$ cat config.mk
export PLATFORM = sky130hd
export DESIGN_NAME = rpsc_seq_ctrl
export DESIGN_NICKNAME = d
export VERILOG_FILES = /design/src/rtl/rpsc_seq_ctrl.sv
export SDC_FILE = /design/constraint.sdc
export NUM_CORES = 1
export LEC_CHECK = 0
export ABC_CLOCK_PERIOD_IN_PS = 6100
export CAP_MARGIN = 20
export CORE_AREA = 2 2 65 82
export DETAILED_ROUTE_END_ITERATION = 10
export DIE_AREA = 0 0 67 84
export GPL_ROUTABILITY_DRIVEN = 0
export PLACE_DENSITY_LB_ADDON = 0.12
export SLEW_MARGIN = 0
export SYNTH_ARGS = -nofsm -noshare
export SYNTH_HDL_FRONTEND = slang
export SYNTH_SLANG_ARGS = --single-unit
$ cat constraint.sdc
create_clock -name clk -period 6.1 [get_ports clk]
set_input_delay 1.525 -clock clk [delete_from_list [all_inputs] [get_ports clk]]
set_output_delay 1.525 -clock clk [all_outputs]
set_load 0.02 [all_outputs]
$ cat src/rtl/rpsc_seq_ctrl.sv
// rpsc_seq_ctrl: RF protection chain power-up sequencer and fault latch.
// Optional macro RPSC_FIRST_FAULT_EN adds the first_fault capture output.
module rpsc_seq_ctrl #(
  parameter int DWELL_CYCLES   = 1000,
  parameter int TIMEOUT_CYCLES = 4000,
  parameter int CNT_W          = 16
) (
  input  logic       clk,
  input  logic       reset,
  input  logic       start,
  input  logic       stop,
  input  logic       fault_reset,
  input  logic       g2_ok_b,
  input  logic       dr_amp_ok_b,
  input  logic       ca_ok_b,
  input  logic       anode_ok_b,
  input  logic [4:0] fault_in,
  output logic       g1_on_b,
  output logic       dr_amp_on_b,
  output logic       ca_on_b,
  output logic       anode_on_b,
  output logic [5:0] ff_latch,
  output logic       alarm_b,
  output logic [2:0] state,
  output logic       rf_ready
`ifdef RPSC_FIRST_FAULT_EN
  ,
  output logic [2:0] first_fault
`endif
);
  typedef enum logic [2:0] {
    S_IDLE  = 3'd0,
    S_G1    = 3'd1,
    S_DR    = 3'd2,
    S_CA    = 3'd3,
    S_ANODE = 3'd4,
    S_RUN   = 3'd5,
    S_TRIP  = 3'd6
  } state_t;
  localparam logic [CNT_W-1:0] L_DW  = CNT_W'(DWELL_CYCLES - 1);
  localparam logic [CNT_W-1:0] L_TO1 = CNT_W'(TIMEOUT_CYCLES - 1);
  localparam logic [CNT_W-1:0] L_TO  = CNT_W'(TIMEOUT_CYCLES);
  localparam logic [CNT_W-1:0] L_ONE = CNT_W'(1);
  state_t           r_state, w_nxt;
  logic [CNT_W-1:0] r_cnt;
  logic [5:0]       r_ff, w_ff_nxt;
  logic [3:0]       r_en_b;
  logic             r_alarm_b, r_ready, r_armed;
  logic             w_fault, w_stage_ok, w_tmo, w_run_bad, w_clr, w_go, w_adv;
  always_comb begin
    w_fault    = |fault_in;
    w_stage_ok = (r_state == S_DR) ? !dr_amp_ok_b : (r_state == S_CA) ? !ca_ok_b : !anode_ok_b;
    w_tmo      = (r_state inside {S_DR, S_CA, S_ANODE}) && !w_stage_ok && (r_cnt >= L_TO1);
    w_run_bad  = (r_state == S_RUN) && (g2_ok_b || dr_amp_ok_b || ca_ok_b || anode_ok_b);
    w_clr      = (r_state inside {S_IDLE, S_TRIP}) && fault_reset && !w_fault;
    w_ff_nxt   = w_clr ? 6'd0 : (r_ff | {w_tmo || w_run_bad, fault_in});
    w_go       = start && !stop && !g2_ok_b && (r_ff == 6'd0) && !w_fault && r_armed;
    w_adv      = (r_cnt >= L_DW) && ((r_state == S_G1) || w_stage_ok);
    w_nxt      = r_state;
    // Priority among active stages: fault/timeout, then stop, then advance
    if (r_state == S_IDLE) w_nxt = w_go ? S_G1 : S_IDLE;
    else if (r_state == S_TRIP) w_nxt = w_clr ? S_IDLE : S_TRIP;
    else if (w_fault || w_tmo || w_run_bad) w_nxt = S_TRIP;
    else if (stop) w_nxt = S_IDLE;
    else if (w_adv && r_state != S_RUN) w_nxt = state_t'(r_state + 3'd1);
  end
  always_ff @(posedge clk or posedge reset) begin
    if (reset) begin
      r_state   <= S_IDLE;
      r_cnt     <= '0;
      r_ff      <= '0;
      r_alarm_b <= 1'b1;
      r_en_b    <= 4'hF;
      r_ready   <= 1'b0;
      r_armed   <= 1'b0;
    end else begin
      r_state   <= w_nxt;
      r_cnt     <= (w_nxt != r_state) ? '0 : (r_cnt == L_TO) ? r_cnt : r_cnt + L_ONE;
      r_ff      <= w_ff_nxt;
      r_alarm_b <= ~|w_ff_nxt;
      r_en_b[0] <= !(w_nxt inside {S_G1, S_DR, S_CA, S_ANODE, S_RUN});
      r_en_b[1] <= !(w_nxt inside {S_DR, S_CA, S_ANODE, S_RUN});
      r_en_b[2] <= !(w_nxt inside {S_CA, S_ANODE, S_RUN});
      r_en_b[3] <= !(w_nxt inside {S_ANODE, S_RUN});
      r_ready   <= (w_nxt == S_RUN);
      // Start must be seen low before it can launch a new sequence
      r_armed   <= (w_go || r_state == S_TRIP) ? 1'b0 : !start ? 1'b1 : r_armed;
    end
  end
  assign g1_on_b     = r_en_b[0];
  assign dr_amp_on_b = r_en_b[1];
  assign ca_on_b     = r_en_b[2];
  assign anode_on_b  = r_en_b[3];
  assign ff_latch    = r_ff;
  assign alarm_b     = r_alarm_b;
  assign state       = r_state;
  assign rf_ready    = r_ready;
`ifdef RPSC_FIRST_FAULT_EN
  logic [5:0] w_new;
  logic [2:0] w_first_idx, r_first;
  always_comb begin
    w_new       = w_ff_nxt & ~r_ff;
    w_first_idx = 3'd0;
    for (int i = 5; i >= 0; i--) if (w_new[i]) w_first_idx = 3'(i + 1);
  end
  always_ff @(posedge clk or posedge reset) begin
    if (reset) r_first <= 3'd0;
    else r_first <= w_clr ? 3'd0 : (r_first == 3'd0) ? w_first_idx : r_first;
  end
  assign first_fault = r_first;
`endif
endmodule

# Word level (Yosys, flattened, before mapping)
# Index checks and enable logic that the tools add are counted.
# Widths: inputs -> output; s select.
[classes]
add_sub_neg = 2
order_cmp = 2
n_eq_ne = 16
n_mux = 14
bitwise_logic = 1
n_reduce_logical = 42
[op_table]
columns = ["operator", "n"]
rows = [
  ["$mux 16", 2],
  ["$mux 3", 6],
  ["$add 16x1->16 const B", 1],
  ["$eq 16x12->1 const B", 1],
  ["$ge 16x10->1 const B", 1],
  ["$ge 16x12->1 const B", 1],
  ["$eq 3x3->1 const B", 5],
  ["$eq 3x2->1 const B", 4],
  ["$logic_and 1x1->1", 12],
  ["$logic_not 1->1", 12],
  ["$logic_or 1x1->1", 8],
  ["$eq 3x1->1 const B", 2],
  ["$logic_not 6->1", 1],
  ["$mux 6", 1],
  ["$or 6x6->6", 1],
  ["$reduce_bool 3->1", 2],
  ["$reduce_or 6->1", 1],
  ["$mux 1", 5],
  ["$reduce_bool 5->1", 1],
  ["$reduce_or 5->1", 1],
  ["$reduce_bool 2->1", 2],
  ["$reduce_bool 4->1", 1],
  ["$add 3x1->3 const B", 1],
  ["$logic_not 3->1", 1],
  ["other kinds (4)", 4],
]
[totals]
regBits = 32
wordCells = 84

# Longest topological paths before layout
# Gate-level depths: netlist of run 1.
[depth]
depth_word = 14
depth_mapped = 12

# Least setup slack after synthesis of run 1
# OpenSTA, ideal clock, no wires.
[synth_path]
path_kind = "input -> register"
from = "input port fault_in[0]"
to = "register r_cnt[10]"
setup_time_ns = 0.119
arrival_time_ns = 3.351
required_ns = 5.981
path_slack_ns = 2.630
cell_stages = 8
path_buffers = 1
path_cell_list = "or4_4 -> nor2_1 -> nand3b_1 -> or4_4 -> mux2_4 -> nand4_4 -> buf_8 -> nor2_2"
[synth_via]
elab_chain_cells = 8
word_cells_on_any_way = 15
[synth_lines]
columns = ["item", "line", "text"]
rows = [
  ["from (decl)", "17", "input logic [4:0] fault_in,"],
  ["$reduce_or 5->1 *", "51", "w_fault = |fault_in;"],
  ["$logic_or 1x1->1 / $logic_not 1->1 (equally long branches)", "63, 55, 57", ""],
  ["$logic_or 1x1->1, or another cell as far along", "63", "else if (w_fault || w_tmo || w_run_bad) w_nxt = S_TRIP;"],
  ["$mux 3, or another cell as far along", "63", ""],
  ["$mux 3 / $mux 1 (equally long branches)", "62, 61", ""],
  ["$mux 3 *", "61", "if (r_state == S_IDLE) w_nxt = w_go ? S_G1 : S_IDLE;"],
  ["$ne 3x3->1 *", "78", "r_cnt <= (w_nxt != r_state) ? '0 : (r_cnt == L_TO) ? r_cnt : r_cnt + L_ONE;"],
  ["$ne 2x2->1 (no source line) / $mux 16 (equally long branches)", "--", ""],
  ["to (signal assigned)", "78", ""],
  ["to (decl)", "45", "logic [CNT_W-1:0] r_cnt;"],
]
# Every way passes the cells marked *; elsewhere a longest branch is shown, timed or not.
# A chain may end at the register's enable or synchronous reset.

# Worst setup path after layout of run 1
[layout_path]
from = "input port anode_ok_b"
to = "register r_cnt[0]"
[layout_via]
elab_chain_cells = 13
word_cells_on_any_way = 21
[layout_lines]
columns = ["item", "line", "text"]
rows = [
  ["from (decl)", "16", "input logic anode_ok_b,"],
  ["$logic_not 1->1", "52", "w_stage_ok = (r_state == S_DR) ? !dr_amp_ok_b : (r_state == S_CA) ? !ca_ok_b : !anode_ok_b;"],
  ["$mux 1 (2 in series)", "52", ""],
  ["$logic_or 1x1->1 / $logic_not 1->1 (equally long branches)", "58, 53", ""],
  ["$logic_and 1x1->1, on equally long branches", "58, 53", ""],
  ["$logic_and 1x1->1, on equally long branches", "65, 53", ""],
  ["$mux 3 / $logic_or 1x1->1 (equally long branches)", "65, 63", ""],
  ["$mux 3 / $logic_or 1x1->1 (equally long branches)", "64, 63", ""],
  ["$mux 3 *", "63", ""],
  ["$mux 3 *", "62", "else if (r_state == S_TRIP) w_nxt = w_clr ? S_IDLE : S_TRIP;"],
  ["$mux 3 *", "61", ""],
  ["$ne 3x3->1 *", "78", ""],
  ["$ne 2x2->1 (no source line) / $mux 16 (equally long branches)", "--", ""],
]
# Marks and branches as above.

==> flow_metrics.tcl, run 1 <==
set metrics [dict create \
    status "complete, no violations" \
    switching_share 0.293 \
    power_switching_mw 0.152 \
    yosysTopAreaCellShare 0.351 \
    numCtsBuffers 5 \
    grt_pass1_wl_um 7230 \
    die-area_mm2 0.00563 \
    syn_inst 207 \
    drv_slew 0 \
    synth_edf_count 0 \
    antenna_found_initial 0 \
    combPwrFrac 0.171 \
    cts.sinks 32 \
    drt-pass1-iter-count 4 \
    ir_drop_v 0.000171 \
    worstPathRequired_ps 6250 \
    p_leak_nw 0.946 \
    yosys.cell_types.count 47 \
    grt_max_degree 33 \
    crit_slowest_cell "or4_2" \
    power.density_mw_per_mm2 222 \
    drc 0 \
    start_util 0.390 \
    async_flop_share 1.00 \
    ys_seq_area_frac 0.419 \
    min_period_over_period 0.634 \
    finalHoldViolCount 0 \
    slowest_delay_ps 760 \
    num_antenna_cells 0 \
    setup_viol 0 \
    internal_power_mw 0.367 \
    grt_setup_unrepaired "no" \
    ys_top_cells_by_area "dfrtp_1 35%, dfstp_2 6.8%, nor2_1 6.6%" \
    clockBufferDepth 2 \
    hold_path_class "flop to flop" \
    routed_wl_um 4060 \
    final_core_util 0.474 \
    htreeDepth 2 \
    ys_ff_latch 32 \
    grt_overflow 0 \
    area_growth_pct 21.6 \
    design.core.area_mm2 0.00493 \
    avgViaCountPerCell 5.06 \
    crit_type "primary input to flop" \
    max_cap_viol_count 0 \
    clk-insertion-delay-late_ps 280 \
    ys_warn_count 0 \
    tightest_slew_ps 903 \
    nNetsFinal 260 \
    finalCriticalPeriod_ps 3870 \
    via_count 1529 \
    synthesis.area_mm2 0.00193 \
    max_freq_mhz 259 \
    p_seq_frac 0.510 \
    die_y_um 84 \
    ys.flop_type "dfrtp_1" \
    cts_tree "built" \
    ctsResizeCount 0 \
    postRouteAntennaNets 0 \
    clkPwrFrac 0.318 \
    crit_path_start_kind "primary input" \
    synth.avg_cell_area_um2 9.30 \
    finalSetupTns_ps 0 \
    num_io_pins 29 \
    port_buffers 28 \
    place_hpwl_um 3080 \
    cts_setup_buffers 0 \
    clk_pin_slew_ps 70 \
    cts_root_buf "clkbuf_8" \
    rows 29 \
    yosysTopAreaCell "dfrtp_1" \
    skew_ps 7.70 \
    grt_usage 0.166 \
    drt_iter0_drc 71 \
    final_layout_size_suffix_gt1_frac 0.146 \
    path_cells "clkdlybuf4s50_1 -> mux2_2 -> nor3_1 -> o21ai_1 -> or4_2 -> o211a_4 -> nand4_4 -> nor2_1" \
    critPathCaptureType "flop" \
    slew_headroom 0.394 \
    arrival_ps 4020 \
    synth.net_count 228 \
    routedWlPerCell_um 13.4 \
    die_w_um 67 \
    ctsHoldBuffers 0 \
    critical_path.max_fanout 16 \
    first_global_vias 1486 \
]
cells by family (layout without fill, tap and decap cells):
kind of cell,after synthesis,after routing,synth area share
and+or+nand+nor,104,104,0.290
DFF,32,32,0.419
AOI/OAI and AO/OA,25,25,0.0916
xor gates and xnor gates,17,17,0.0773
buffers and inverters,17,50,0.0474
adders and majority gates,7,7,0.0455
muxes,5,5,0.0292
Yosys cell counts, types with 3 or more instances:
cell,count
nor2_2,10
nor4_1,6
a21oi_1,5
dfstp_2,5
and4_1,3
nand4_1,3
nor2b_1,3
xnor2_1,8
xor2_1,9
o21ai_0,5
nor3_1,5
ha_1,7
dfrtp_1,27
nor2_1,34
mux2i_1,3
inv_1,13
nand3_1,8
nand2_1,18
cell type report:
| type | instances | area, um^2 |
|---|---|---|
| fillers | 499 | 2590 |
| multi-input cells | 158 | 1030 |
| flip-flops and latches | 32 | 807 |
| repair buffers | 29 | 288 |
| clock buffers | 6 | 82.6 |
| well taps | 62 | 77.6 |
| inverters | 13 | 48.8 |
| clock inverters | 2 | 10.0 |
critical path: cells and delay by family:
kind,cells,cell delay [ps]
simple gates,4,1250
compound gates,2,510
buf+inv,1,440
mux,1,280
power groups by stage:
stage / logic [mW] / clock network, mW / registers (mW)
after detailed placement: 0.0901 / 0 / 0.269
after global placement: 0.0893 / 0 / 0.269
after CTS: 0.0909 / 0.175 / 0.265
final: 0.0889 / 0.165 / 0.265
after floorplan: 0.0681 / 0 / 0.260
after global routing: 0.103 / 0.187 / 0.271
metrics by stage:
step / power [mW] / area, um^2 / setup WS (ps) / hold WS [ps] / instances
floorplan: 0.328 / 1930 / 2630 / 480 / 207
global placement: 0.358 / 2250 / 1930 / 525 / 294
detailed placement: 0.359 / 2250 / 1940 / 533 / 294
CTS: 0.531 / 2340 / 2240 / 549 / 302
global route: 0.561 / 2340 / 2060 / 589 / 302
finish: 0.519 / 2340 / 2230 / 548 / 302
layout by cell type (no fill, tap or decap), types with 2 or more instances in the layout:
master           netlist  final
a211oi_1               2      2
a21oi_1                5      5
a31oi_1                2      2
and4_1                 3      3
clkbuf_8               0      6
clkdlybuf4s50_1        0     28
clkinv_2               0      2
dfrtp_1               27     27
dfstp_2                5      5
ha_1                   7      7
inv_1                 13     13
mux2i_1                3      3
nand2_1               18     18
nand3_1                8      8
nand3b_1               2      2
nand4_1                3      3
nor2_1                34     34
nor2_2                10     10
nor2b_1                3      3
nor3_1                 5      5
nor4_1                 6      6
o21a_1                 2      2
o21ai_0                5      5
or4_4                  2      2
xnor2_1                8      8
xor2_1                 9      9
per-layer routing:
metal,GRT usage,routed length (um),vias up
met3,0.0378,184,5
met4,0.0557,70,0
met1,0.222,1800,711
met5,0,0,-
met2,0.262,2000,37
li1,-,-,776
state kept, by name (all words and copies together) (netlist names):
register / flops
r_cnt: 16
ff_latch: 6
r_en_b: 4
state: 3
alarm_b: 1
r_armed: 1
rf_ready: 1
path summary, 6_finish.rpt:
kind,start,end,slack [ps],cells after the start
worst max-delay path,anode_ok_b,r_cnt[0],2230,8
worst min-delay path,r_armed,r_armed,550,2
worst max register to register,state[2],r_cnt[0],2900,9
worst min register to register,r_armed,r_armed,550,2
max in group asynchronous,reset,alarm_b,4150,3
min in group asynchronous,reset,rf_ready,1620,3
No activity file was read; power rests on OpenSTA's default activity.
==> inputs of run 2 (changes only) <==
Settings changed: ABC_CLOCK_PERIOD_IN_PS 6100 to 3370.
Clock period 6.1 ns to 3.37 ns, I/O delays scaled along.
==> run 2 against run 1 <==
Compared with the run above: critical path depth unchanged; wire length increased by 7.3%; final area increased by 4.2%; setup slack got worse by 1800 ps; clock power increased by 68%; first-iteration DRC count increased by 8.5%; die area unchanged; sequential power increased by 81%; critical endpoint is now r_en_b[2]; largest cell class unchanged.
==> flow_metrics.tcl, run 2 (synthesis results as in run 1) <==
set metrics [dict create \
    ctsResizeCount 0 \
    hold_path_class "flop to flop" \
    worstPathRequired_ps 3550 \
    max_freq_mhz 337 \
    grt_overflow 0 \
    die-area_mm2 0.00563 \
    critical_path.max_fanout 3 \
    hold_slack_ps 541 \
    critPathCaptureType "flop" \
    avgViaCountPerCell 5.07 \
    max_cap_viol_count 0 \
    routedWlPerCell_um 13.8 \
    ctsHoldBuffers 0 \
    area_growth_pct 26.7 \
    power.density_mw_per_mm2 381 \
    place_hpwl_um 3320 \
    cts.sinks 32 \
    setup_viol 0 \
    numCtsBuffers 5 \
    drc 0 \
    finalSetupTns_ps 0 \
    p_leak_nw 1.00 \
    min_period_over_period 0.881 \
    design.core.area_mm2 0.00493 \
    cts_setup_buffers 0 \
    routed_wl_um 4350 \
    antenna_found_initial 0 \
    cts_root_buf "clkbuf_8" \
    slew_headroom 0.526 \
    port_buffers 28 \
    r2r_start "r_cnt[1]" \
    num_io_pins 29 \
    final_layout_size_suffix_gt1_frac 0.182 \
    htreeDepth 2 \
    crit_type "primary input to flop" \
    status "complete, no violations" \
    reg2reg_to "r_en_b[2]" \
    grt_pass1_wl_um 7270 \
    num_antenna_cells 0 \
    grt_usage 0.171 \
    drt-pass1-iter-count 4 \
    drt_iter0_drc 77 \
    die_w_um 67 \
    postRouteAntennaNets 0 \
    largest_register_ffs 16 \
    r2r_slack_ps 570 \
    rr_worst_depth 8 \
    most-common-layout-cells "34 x nor2_1, 28 x clkdlybuf4s50_1, 27 x dfrtp_1" \
    tightest_slew_ps 710 \
    clk_pin_slew_ps 60 \
    cts_tree "built" \
    holdPathEnd "r_cnt[15]" \
    whs_path_depth 2 \
    finalHoldViolCount 0 \
    drv_slew 0 \
    grt_max_degree 19 \
    ir_drop_v 0.000242 \
    clk-insertion-delay-late_ps 280 \
    rows 29 \
    worstHoldStart "r_cnt[15]" \
    clockBufferDepth 2 \
    crit_path_start_kind "primary input" \
    first_global_vias 1560 \
    die_y_um 84 \
    arrival_ps 3150 \
    skew_ps 4.40 \
    regMostFlops "r_cnt" \
    final_common_cell "nor2_1" \
    nNetsFinal 273 \
    start_util 0.390 \
    finalCriticalPeriod_ps 2970 \
    via_count 1597 \
    grt_setup_unrepaired "no" \
]
==> run 2: cell count changes in the layout (fill, tap and decap cells not counted), sizes merged <==
cell / previous run / this run
clkinv: 2 / 1
buf: 1 / 14
clkbuf: 6 / 7
==> run 2: layout make-up <==
class	instances	area (um^2)
tap	62	77.6
timing repair buffer	42	398
multi-input combinational	158	1030
fill	495	2490
sequential	32	807
clock buffer	7	76.3
inverter	13	48.8
clock inverter	1	5.00
==> run 2: power by group <==
part	switching (mW)	internal, mW
Clock	0.134	0.145
Sequential	0.0557	0.424
Combinational	0.0869	0.0840
==> run 2: worst max-delay path, stage by stage <==
cell and delay, ps:
clkdlybuf4s50_1 420, or4_4 540, nor2_1 140, nand3b_1 120
or4_4 440, buf_4 160, a211oi_1 330, o21ai_0 150
==> run 2: metal layers <==
layer / wire length, um / part of all wire / track usage / up-vias
met4: 64 / 0.015 / 0.0612 / 0
li1: - / - / - / 805
met2: 2230 / 0.51 / 0.279 / 17
met3: 114 / 0.026 / 0.0432 / 6
met1: 1950 / 0.45 / 0.216 / 769
met5: 0 / 0 / 0 / -
==> run 2: how the worst max path moves through the flow <==
| stage | start | end | slack (ps) | cells after the start |
|---|---|---|---|---|
| 2_1_floorplan | fault_in[0] | r_cnt[10] | 580 | 8 |
| 3_3_place_gp | fault_in[0] | r_cnt[15] | 130 | 9 |
| 3_5_place_dp | fault_in[0] | r_cnt[14] | 110 | 9 |
| 4_1_cts | fault_in[0] | r_cnt[1] | 400 | 9 |
| 5_1_grt | fault_in[0] | rf_ready | 210 | 8 |
| 6_report | fault_in[0] | r_en_b[2] | 400 | 8 |
==> run 2: stage by stage <==
stage | cells | util | power, mW | area, um^2 | setup slack (ps)
2_1_floorplan | 207 | - | 0.595 | 1930 | 583
3_3_place_gp | 307 | 0.478 | 0.657 | 2360 | 128
3_5_place_dp | 307 | 0.478 | 0.659 | 2360 | 106
4_1_cts | 315 | 0.494 | 0.947 | 2440 | 402
5_1_grt | 315 | 0.494 | 1.00 | 2440 | 212
6_report | 315 | 0.494 | 0.929 | 2440 | 402
